### src/rtl/core_pkg.sv
// Shared decode definitions: instruction class codes, field positions,
// the all-NOP bundle constant and the decoded-slot record.
package core_pkg;

   localparam int CLS_MSB = 31;
   localparam int CLS_LSB = 29;
   localparam int OP_MSB  = 31;
   localparam int OP_LSB  = 26;
   localparam int RD_MSB  = 25;
   localparam int RD_LSB  = 21;
   localparam int RS1_MSB = 20;
   localparam int RS1_LSB = 16;
   localparam int RS2_MSB = 15;
   localparam int RS2_LSB = 11;
   localparam int IMM_MSB = 15;
   localparam int IMM_LSB = 0;

   localparam logic [2:0] CLS_ALU    = 3'b000;
   localparam logic [2:0] CLS_ALUI   = 3'b001;
   localparam logic [2:0] CLS_LOAD   = 3'b010;
   localparam logic [2:0] CLS_STORE  = 3'b011;
   localparam logic [2:0] CLS_BRANCH = 3'b100;
   localparam logic [2:0] CLS_NOP    = 3'b111;

   localparam logic [31:0] NOP_INST   = {CLS_NOP, 29'b0};
   localparam logic [63:0] NOP_BUNDLE = {NOP_INST, NOP_INST};

   typedef enum logic {
      NORMAL = 1'b0,
      SECOND = 1'b1
   } dec_state_e;

   typedef struct packed {
      logic        valid;
      logic [5:0]  op;
      logic [4:0]  rd;
      logic [4:0]  rs1;
      logic [4:0]  rs2;
      logic [31:0] imm;
      logic [31:0] pc;
   } dec_slot_t;

   function automatic logic class_writes_rd(input logic [2:0] cls);
      return (cls == CLS_ALU) || (cls == CLS_ALUI) || (cls == CLS_LOAD);
   endfunction

   // Reserved class codes behave exactly like the explicit NOP class.
   function automatic logic class_is_real(input logic [2:0] cls);
      return class_writes_rd(cls) || (cls == CLS_STORE) || (cls == CLS_BRANCH);
   endfunction

endpackage

### src/rtl/decode_if.sv
// Bundle-in / decoded-slots-out signal group between fetch, decode and issue.
interface decode_if;

   logic [63:0] inst_in;
   logic [31:0] inst_pc;
   logic        interlock;
   logic        flush;
   logic        fetch_stall;
   logic [1:0]  dec_valid;
   logic [5:0]  d0_op;
   logic [4:0]  d0_rd;
   logic [4:0]  d0_rs1;
   logic [4:0]  d0_rs2;
   logic [31:0] d0_imm;
   logic [31:0] d0_pc;
   logic [5:0]  d1_op;
   logic [4:0]  d1_rd;
   logic [4:0]  d1_rs1;
   logic [4:0]  d1_rs2;
   logic [31:0] d1_imm;
   logic [31:0] d1_pc;

   modport master (
      output inst_in, inst_pc, interlock, flush,
      input  fetch_stall, dec_valid,
             d0_op, d0_rd, d0_rs1, d0_rs2, d0_imm, d0_pc,
             d1_op, d1_rd, d1_rs1, d1_rs2, d1_imm, d1_pc
   );

   modport slave (
      input  inst_in, inst_pc, interlock, flush,
      output fetch_stall, dec_valid,
             d0_op, d0_rd, d0_rs1, d0_rs2, d0_imm, d0_pc,
             d1_op, d1_rd, d1_rs1, d1_rs2, d1_imm, d1_pc
   );

endinterface

### src/rtl/inst_field_decode.sv
// Combinational field extraction for one 32-bit instruction slot.
module inst_field_decode
   import core_pkg::*;
(
   input  logic [31:0] inst,
   input  logic [31:0] pc,
   output dec_slot_t   slot,
   output logic        writes_rd
);

   logic [2:0] cls;
   assign cls = inst[CLS_MSB:CLS_LSB];

   always_comb begin
      slot       = '0;
      slot.valid = class_is_real(cls);
      slot.op    = inst[OP_MSB:OP_LSB];
      slot.rd    = inst[RD_MSB:RD_LSB];
      slot.rs1   = inst[RS1_MSB:RS1_LSB];
      slot.rs2   = inst[RS2_MSB:RS2_LSB];
      slot.imm   = {{16{inst[IMM_MSB]}}, inst[IMM_MSB:IMM_LSB]};
      slot.pc    = pc;
      writes_rd  = class_writes_rd(cls);
   end

endmodule

### src/rtl/decode.sv
// Two-slot decode stage. Define DECODE_SPLIT_EN to split intra-bundle
// dependent pairs over two cycles; otherwise both slots always issue together.
module decode
   import core_pkg::*;
(
   input  logic    clk,
   input  logic    rstn,
   decode_if.slave dif
);

`ifdef DECODE_SPLIT_EN
   localparam logic SPLIT_EN = 1'b1;
`else
   localparam logic SPLIT_EN = 1'b0;
`endif

   dec_slot_t  dec0, dec1;
   logic       wr0, wr1;
   logic [31:0] pc1;
   logic       hazard;

   dec_state_e state, state_nxt;
   dec_slot_t  slot0_q, slot0_nxt;
   dec_slot_t  slot1_q, slot1_nxt;
   dec_slot_t  saved_q, saved_nxt;

   assign pc1 = dif.inst_pc + 32'd4;

   inst_field_decode u_slot0 (
      .inst      (dif.inst_in[63:32]),
      .pc        (dif.inst_pc),
      .slot      (dec0),
      .writes_rd (wr0)
   );

   inst_field_decode u_slot1 (
      .inst      (dif.inst_in[31:0]),
      .pc        (pc1),
      .slot      (dec1),
      .writes_rd (wr1)
   );

   // Slot1 depends on slot0's destination: read-after-write or write-after-write.
   assign hazard = SPLIT_EN && dec0.valid && dec1.valid && wr0 && (dec0.rd != 5'd0) &&
                   ((dec1.rs1 == dec0.rd) || (dec1.rs2 == dec0.rd) ||
                    (wr1 && (dec1.rd == dec0.rd)));

   always_ff @(posedge clk) begin
      if (!rstn) begin
         state   <= NORMAL;
         slot0_q <= '0;
         slot1_q <= '0;
         saved_q <= '0;
      end else begin
         state   <= state_nxt;
         slot0_q <= slot0_nxt;
         slot1_q <= slot1_nxt;
         saved_q <= saved_nxt;
      end
   end

   // Flush outranks interlock, which in turn freezes the whole stage.
   always_comb begin
      state_nxt = state;
      slot0_nxt = slot0_q;
      slot1_nxt = slot1_q;
      saved_nxt = saved_q;
      if (dif.flush) begin
         state_nxt       = NORMAL;
         slot0_nxt.valid = 1'b0;
         slot1_nxt.valid = 1'b0;
         saved_nxt       = '0;
      end else if (!dif.interlock) begin
         case (state)
            NORMAL: begin
               slot0_nxt = dec0;
               if (hazard) begin
                  slot1_nxt = '0;
                  saved_nxt = dec1;
                  state_nxt = SECOND;
               end else begin
                  slot1_nxt = dec1;
               end
            end
            SECOND: begin
               slot0_nxt = saved_q;
               slot1_nxt = '0;
               saved_nxt = '0;
               state_nxt = NORMAL;
            end
            default: state_nxt = NORMAL;
         endcase
      end
   end

   assign dif.fetch_stall = SPLIT_EN && (state == SECOND);
   assign dif.dec_valid   = {slot1_q.valid, slot0_q.valid};
   assign dif.d0_op  = slot0_q.op;
   assign dif.d0_rd  = slot0_q.rd;
   assign dif.d0_rs1 = slot0_q.rs1;
   assign dif.d0_rs2 = slot0_q.rs2;
   assign dif.d0_imm = slot0_q.imm;
   assign dif.d0_pc  = slot0_q.pc;
   assign dif.d1_op  = slot1_q.op;
   assign dif.d1_rd  = slot1_q.rd;
   assign dif.d1_rs1 = slot1_q.rs1;
   assign dif.d1_rs2 = slot1_q.rs2;
   assign dif.d1_imm = slot1_q.imm;
   assign dif.d1_pc  = slot1_q.pc;

endmodule

### src/flat_wrapper.sv
// flat-port wrapper written by rule: the top's interface ports become plain ports
module decode_flat import core_pkg::*;
  (clk, rstn, dif_inst_in, dif_inst_pc, dif_interlock, dif_flush, dif_fetch_stall, dif_dec_valid, dif_d0_op, dif_d0_rd, dif_d0_rs1, dif_d0_rs2, dif_d0_imm, dif_d0_pc, dif_d1_op, dif_d1_rd, dif_d1_rs1, dif_d1_rs2, dif_d1_imm, dif_d1_pc);
  decode_if dif_i ();
  input  logic clk;
  input  logic rstn;
  input wire logic [$bits(dif_i.inst_in)-1:0] dif_inst_in;
  input wire logic [$bits(dif_i.inst_pc)-1:0] dif_inst_pc;
  input wire logic [$bits(dif_i.interlock)-1:0] dif_interlock;
  input wire logic [$bits(dif_i.flush)-1:0] dif_flush;
  output wire logic [$bits(dif_i.fetch_stall)-1:0] dif_fetch_stall;
  output wire logic [$bits(dif_i.dec_valid)-1:0] dif_dec_valid;
  output wire logic [$bits(dif_i.d0_op)-1:0] dif_d0_op;
  output wire logic [$bits(dif_i.d0_rd)-1:0] dif_d0_rd;
  output wire logic [$bits(dif_i.d0_rs1)-1:0] dif_d0_rs1;
  output wire logic [$bits(dif_i.d0_rs2)-1:0] dif_d0_rs2;
  output wire logic [$bits(dif_i.d0_imm)-1:0] dif_d0_imm;
  output wire logic [$bits(dif_i.d0_pc)-1:0] dif_d0_pc;
  output wire logic [$bits(dif_i.d1_op)-1:0] dif_d1_op;
  output wire logic [$bits(dif_i.d1_rd)-1:0] dif_d1_rd;
  output wire logic [$bits(dif_i.d1_rs1)-1:0] dif_d1_rs1;
  output wire logic [$bits(dif_i.d1_rs2)-1:0] dif_d1_rs2;
  output wire logic [$bits(dif_i.d1_imm)-1:0] dif_d1_imm;
  output wire logic [$bits(dif_i.d1_pc)-1:0] dif_d1_pc;
  assign dif_i.inst_in = dif_inst_in;
  assign dif_i.inst_pc = dif_inst_pc;
  assign dif_i.interlock = dif_interlock;
  assign dif_i.flush = dif_flush;
  assign dif_fetch_stall = dif_i.fetch_stall;
  assign dif_dec_valid = dif_i.dec_valid;
  assign dif_d0_op = dif_i.d0_op;
  assign dif_d0_rd = dif_i.d0_rd;
  assign dif_d0_rs1 = dif_i.d0_rs1;
  assign dif_d0_rs2 = dif_i.d0_rs2;
  assign dif_d0_imm = dif_i.d0_imm;
  assign dif_d0_pc = dif_i.d0_pc;
  assign dif_d1_op = dif_i.d1_op;
  assign dif_d1_rd = dif_i.d1_rd;
  assign dif_d1_rs1 = dif_i.d1_rs1;
  assign dif_d1_rs2 = dif_i.d1_rs2;
  assign dif_d1_imm = dif_i.d1_imm;
  assign dif_d1_pc = dif_i.d1_pc;
  decode u_core (.clk(clk), .rstn(rstn), .dif(dif_i));
endmodule
### config.mk
export PLATFORM = sky130hd
export DESIGN_NAME = decode_flat
export DESIGN_NICKNAME = d
export VERILOG_FILES = /design/src/rtl/core_pkg.sv /design/src/rtl/decode_if.sv /design/src/rtl/inst_field_decode.sv /design/src/rtl/decode.sv /design/src/flat_wrapper.sv
export SDC_FILE = /design/constraint.sdc
export NUM_CORES = 1
export LEC_CHECK = 0
export ABC_AREA = 1
export CAP_MARGIN = 10
export CORE_ASPECT_RATIO = 0.6
export CORE_UTILIZATION = 41
export DETAILED_ROUTE_END_ITERATION = 8
export GPL_ROUTABILITY_DRIVEN = 0
export PLACE_DENSITY_LB_ADDON = 0.05
export RECOVER_POWER = 25
export SETUP_SLACK_MARGIN = 0.15
export SYNTH_ARGS = -nofsm -noshare
export SYNTH_HDL_FRONTEND = slang
export SYNTH_SLANG_ARGS = --single-unit
### constraint.sdc
create_clock -name clk -period 1.4 [get_ports clk]
set_input_delay 0.28 -clock clk [delete_from_list [all_inputs] [get_ports clk]]
set_output_delay 0.28 -clock clk [all_outputs]
set_load 0.01 [all_outputs]
==> results of run 1 <==
-- metrics by stage --
step                std cells  instance area [um2]  utilization [%]  worst slack [ns]
finish                   1320                 9010             66.0            0.0920
global route             1320                 9010             66.0            0.0442
global placement         1283                 8990             65.8            -0.522
detailed placement       1283                 8990             65.8            -0.554
CTS                      1317                 9030             66.1          -0.00752
floorplan                 814                 5770                -             0.212
-- cell type report --
type	instances	area, um2
Clock buffer	17	425
Timing Repair Buffer	366	2780
Clock inverter	15	173
Inverter	50	190
Antenna cell	1	2.50
Fill cell	1242	4650
Tap cell	192	240
Multi-Input combinational cell	551	2590
Sequential cell	128	2620
-- power groups by stage --
stage / logic (W) / registers [W] / clock network (W)
CTS: 0.00168 / 0.00400 / 0.00459
global route: 0.00183 / 0.00402 / 0.00476
detailed placement: 0.00190 / 0.00406 / 0
global placement: 0.00190 / 0.00406 / 0
finish: 0.00168 / 0.00400 / 0.00454
floorplan: 0.000644 / 0.00417 / 0
-- routing by layer --
metal | track usage [%] | vias to the layer above
met5 | 0 | -
met4 | 5.53 | 0
met3 | 10.1 | 7
met2 | 41.1 | 256
met1 | 38.4 | 2792
li1 | - | 3116
-- final timing paths --
path	start	endpoint
setup / recovery	u_core.dif.d1_rs2[4]	dif_d1_imm[28]
hold / removal	dif_inst_pc[3]	u_core.dif.d0_pc[3]
setup reg to reg	u_core.dif.d1_rs2[4]	u_core.dif.d1_rs2[4]
hold reg to reg	u_core.dif.d0_pc[12]	u_core.dif.d0_pc[12]
-- critical path: cells and delay by family (launching register included) --
family / cells / cell delay, ns
buffers and inverters: 2 / 0.26
DFF: 1 / 0.36
-- cell families after synthesis --
| kind of cell | Yosys count | share of synthesized area (%) |
|---|---|---|
| AO/OA/AOI/OAI | 121 | 10.9 |
| adder cells (fa/ha/maj) | 1 | 0.217 |
| buffers and inverters | 135 | 12.4 |
| flip-flops | 128 | 44.5 |
| XOR/XNOR | 3 | 0.457 |
| AND/OR/NAND/NOR | 425 | 31.5 |
| other | 1 | 0.0652 |
-- sequential cells by signal, summed over array words and instances (netlist names) --
name / cells
u_core.dif.d0_imm: 11
u_core.dif.d0_op: 6
u_core.dif.d0_pc: 30
u_core.dif.d0_rd: 5
u_core.dif.d0_rs1: 5
u_core.dif.d0_rs2: 5
u_core.dif.d1_imm: 11
u_core.dif.d1_op: 6
u_core.dif.d1_pc: 32
u_core.dif.d1_rd: 5
u_core.dif.d1_rs1: 5
u_core.dif.d1_rs2: 5
u_core.dif.dec_valid: 2
-- placed cells by master (no fill, tap or decap), types with 5 or more instances in the layout --
cell,n
clkbuf_16,17
nand3_1,38
nor2_1,212
nand2_1,125
buf_4,77
nor2_2,10
dlymetal6s2s_1,9
o21ai_0,99
clkbuf_2,6
dlygate4sd2_1,16
clkdlybuf4s50_1,68
dfxtp_2,38
inv_6,5
inv_1,45
dfxtp_1,88
nand2_2,13
buf_2,155
buf_12,8
a21oi_1,11
buf_6,19
nor2_4,14
-- what timing repair did --
action	4_1_cts	5_1_grt
resized for setup	751	62
buffers inserted	1	0
cloned	1	2
pin swaps	6	3
endpoints found under the setup margin	208	76
==> metrics.yaml, run 1 <==
hold_slack_ns: 0.238
insertion_delay_ns: 0.40
drive_gt1_share_pct: 34.7
die_height_um: 93.8
tightest_slew_ns: 0.540
routed_wl_mm: 20.2
wl_met2_mm: 8.34
drtIter0Drc: 408
post-route-min-period_ns: 1.31
start_util_pct: 42.1
synth_top_cell_by_area: "dfxtp_1"
cts_buffers: 17
status: "finished clean"
grt_pass1_vias: 5703
nets: 1215
vdd_ir_drop_max_mv: 0.821
r2r_slack_ns: 0.58
wire_per_inst_um: 15.3
hold_class: "primary input to flip-flop"
syn-num-nets: 915
clk_pin_slew_ns: 0.06
internal_power_w: 0.00737
die_x_um: 155
drcViolationCount: 0
p_switching_w: 0.00284
grt_usage_pct: 27.8
pwr-share-seq_pct: 39.1
grt_antenna_before_repair: 1
r2r_cells: 3
hold-path-cell-count: 3
rsz0062_at_grt: "true"
p_clk_share_pct: 44.4
fin_crit_sh_pct: 93.4
ios: 273
syn_area_um2: 5750
required_ns: 1.12
cts_buffer_depth: 2
path_cells: "buf_6 > buf_2"
syn_inst: 814
power_w: 0.0102
hold_viol_final: 0
p_per_area_nw_per_um2: 1130
dieArea_um2: 14500
finalClockSkew_ns: 0
yosys-top-cells-count: "226 x nor2_1, 134 x nand2_1, 128 x dfxtp_1"
dr_total_vias: 6171
gr-total-overflow: 0
met3_length_mm: 2.07
max_stage_delay_ns: 0.36
grt_max_degree: 53
timing.critical_path.to_type: "output pin"
fmax_ghz: 0.765
synth-seq-area-share_pct: 44.5
coreArea_um2: 13700
sw_frac_of_total_pct: 27.8
cp-start-kind: "flip-flop"
wl_met1_mm: 9.68
synth_ff_type: "dfxtp_1"
io_buffer_count: 271
synthArstFlopShare_pct: 0
rows: 33
dr.pass1.iters: 5
synth_cell_types: 32
synth.most_common_cell: "nor2_1"
via_per_inst: 4.68
ant_nets: 0
critical_path.slowest_cell: "dfxtp_4"
clock-sinks: 128
cp.arrival_ns: 1.03
grt_pass1_wl_mm: 30.8
path_max_fanout: 6
syn_to_final_growth_pct: 56.7
synth_top_area_share_pct: 44.5
cap_violations: 0
power_leakage_nw: 4.70
setup_viol: 0
htreeDepth: 4
yosys_warnings: 0
synth_seq_cells: 128
place_hpwl_mm: 14.3
routed.top_layer: "met4"
slew_headroom_pct: 64.0
critical_path_class: "flip-flop to output pin"
postCtsHoldBufs: 0
synth-edff-count: 0
cts_tree: "built"
synth.area.top_cells: "dfxtp_1 45%, nor2_1 15%, nand2_1 8.7%"
drv_slew: 0
fin_tns_setup_ns: 0
syn_area_per_cell_um2: 7.07
power_frac_comb_pct: 16.5
root_buffer: "clkbuf_16"
(Power assumes the default switching activity.)
==> inputs of run 2 (changes only) <==
--- a/config.mk
+++ b/config.mk
@@ -8,6 +8,7 @@
 export ABC_AREA = 1
 export CAP_MARGIN = 10
 export CORE_ASPECT_RATIO = 0.6
+export CORE_MARGIN = 2
 export CORE_UTILIZATION = 41
 export DETAILED_ROUTE_END_ITERATION = 8
 export GPL_ROUTABILITY_DRIVEN = 0
==> metrics.yaml, run 2 (same netlist as run 1, synthesis figures left out) <==
status: "finished clean"
ant_nets: 0  # unchanged
start_util_pct: 42.1  # unchanged
finish.utilization_pct: 65.3  # -0.69 points
power_w: 0.00978  # -4.2%
drv_slew: 0  # unchanged
largest_reg_flops: 32  # unchanged
required_ns: 1.12  # about the same
fin_crit_sh_pct: 93.6  # +0.14 points
dr_total_vias: 6261  # +1.5%
post-route-min-period_ns: 1.31  # +0.00195 ns
ios: 273  # unchanged
grt_pass1_vias: 5772  # +1.2%
r2r_slack_ns: 0.62  # +0.04 ns
place_hpwl_mm: 14.5  # +0.90%
critical_path_class: "flip-flop to output pin"
grt_usage_pct: 26.6  # -1.2 points
die_height_um: 95.8  # +2.1%
multi_input_area_um2: 2600  # +0.44%
r2r_start: "u_core.dif.d1_pc[10]"
gr-total-overflow: 0  # unchanged
hold_path_startpoint: "dif_inst_pc[3]"
cts_buffers: 17  # unchanged
rsz0062_at_grt: "true"
io_buffer_count: 271  # unchanged
final_cell_mix: "199 x nor2_1, 162 x buf_2, 126 x nand2_1, 99 x o21ai_0, 97 x dfxtp_1"
fillerInstances: 1280  # +3.1%
clk_pin_slew_ns: 0.06  # about the same
timing.critical_path.to_type: "output pin"
dr.pass1.iters: 5  # unchanged
max_stage_delay_ns: 0.35  # about the same
cap_violations: 0  # unchanged
dieArea_um2: 15000  # +3.5%
cp-start-kind: "flip-flop"
root_buffer: "clkbuf_16"
ff_latch_area_um2: 2600  # -0.62%
setup_viol: 0  # unchanged
nets: 1216  # +0.082%
drive_gt1_share_pct: 34.7  # about the same
routed_wl_mm: 20.3  # +0.45%
postCtsHoldBufs: 0  # unchanged
insertion_delay_ns: 0.40  # about the same
wire_per_inst_um: 15.3  # +0.37%
hold_slack_ns: 0.217  # -0.0209 ns
grt_max_degree: 80  # +51%
hold_viol_final: 0  # unchanged
htreeDepth: 4  # unchanged
syn_to_final_growth_pct: 55.0
mostFrequentLayoutCell: "nor2_1"
critical_path.slowest_cell: "dfxtp_2"
grt_antenna_before_repair: 0  # -1
grt_pass1_wl_mm: 30.5  # -0.99%
hold_end: "u_core.dif.d0_pc[3]"
cts_buffer_depth: 2  # unchanged
r2r_cells: 5  # +2
path_max_fanout: 18  # +12
path_cells: "buf_12 > buf_2"
drcViolationCount: 0  # unchanged
power_leakage_nw: 4.61  # -1.9%
fin_tns_setup_ns: 0  # unchanged
via_per_inst: 4.74  # +1.4%
cts_tree: "built"
p_per_area_nw_per_um2: 1100  # -3.2%
hold-path-cell-count: 3  # unchanged
fmax_ghz: 0.763  # -0.15%
die_x_um: 157  # +1.3%
coreArea_um2: 13700  # unchanged
hold_class: "primary input to flip-flop"
drtIter0Drc: 461  # +13%
vdd_ir_drop_max_mv: 0.776  # -5.5%
stdcell_count: 1321  # +0.076%
rows: 33  # unchanged
clock-sinks: 128  # unchanged
cp.arrival_ns: 1.03  # about the same
finalClockSkew_ns: 0  # unchanged
dp_cells: 1277  # -0.47%
r2r-end: "u_core.dif.d1_pc[10]"
run 2: metrics by stage:
stage / area (um2) / setup slack (ns)
CTS: 8980 / -0.00932
floorplan: 5770 / 0.212
detailed placement: 8960 / -0.566
global placement: 8960 / -0.557
finish: 8920 / 0.0900
global route: 8920 / 0.0368
run 2: layout make-up:
cell class	instances	area share, %
well taps	192	2.69
clock buffers	19	4.96
flip-flops and latches	128	29.2
repair buffers	367	30.7
inverters	50	2.16
diodes	1	0.0281
clock inverters	13	1.21
multi-input cells	551	29.1
run 2: repair_timing:
item                                    4_1_cts  5_1_grt
buffers inserted                              6        1
pin swaps                                     7       11
endpoints found under the hold margin         0        0
cloned                                        1        3
gates resized for setup                     745       67
endpoints found under the setup margin      279       84
run 2: worst max-delay path, delay by kind of cell, from the launching register on:
kind                   cells  cell delay (ns)
DFF                        1             0.35
buffers and inverters      2             0.27
run 2: where the power goes:
part           total (W)  internal, W  switching (W)
Combinational    0.00167     0.000794       0.000879
Sequential       0.00399      0.00388       0.000110
Clock            0.00412      0.00234        0.00178
Total            0.00978      0.00702        0.00277
run 2: routing by layer:
layer | track usage [%] | wire length [um] | vias to the layer above | share of wire, %
met1 | 37.5 | 9540 | 2836 | 47
met2 | 39.5 | 8390 | 271 | 41
met3 | 8.51 | 2110 | 22 | 10
li1 | - | - | 3132 | -
met4 | 6.57 | 235 | 0 | 1.2
met5 | 0 | 0 | - | 0
run 2: how the worst max path moves through the flow:
stage,startpoint,endpoint,slack [ns],cells after the start
floorplan,dif_inst_pc[2],u_core.dif.d1_pc[22],0.21,10
global placement,dif_inst_pc[3],u_core.dif.d1_pc[26],-0.56,11
detailed placement,dif_inst_pc[3],u_core.dif.d1_pc[26],-0.57,11
CTS,u_core.dif.d0_rs2[4],dif_d0_imm[30],-0.009,2
global route,dif_inst_pc[5],u_core.dif.d1_pc[26],0.04,10
finish,u_core.dif.d1_rs2[4],dif_d1_imm[26],0.09,2
==> inputs of run 3 (changes only) <==
--- a/config.mk
+++ b/config.mk
@@ -15,6 +15,7 @@
 export PLACE_DENSITY_LB_ADDON = 0.05
 export RECOVER_POWER = 25
 export SETUP_SLACK_MARGIN = 0.15
+export SLEW_MARGIN = 40
 export SYNTH_ARGS = -nofsm -noshare
 export SYNTH_HDL_FRONTEND = slang
 export SYNTH_SLANG_ARGS = --single-unit
==> results of run 3 <==
Same layout as run 2: the final DEF is identical, and so are final timing and power.
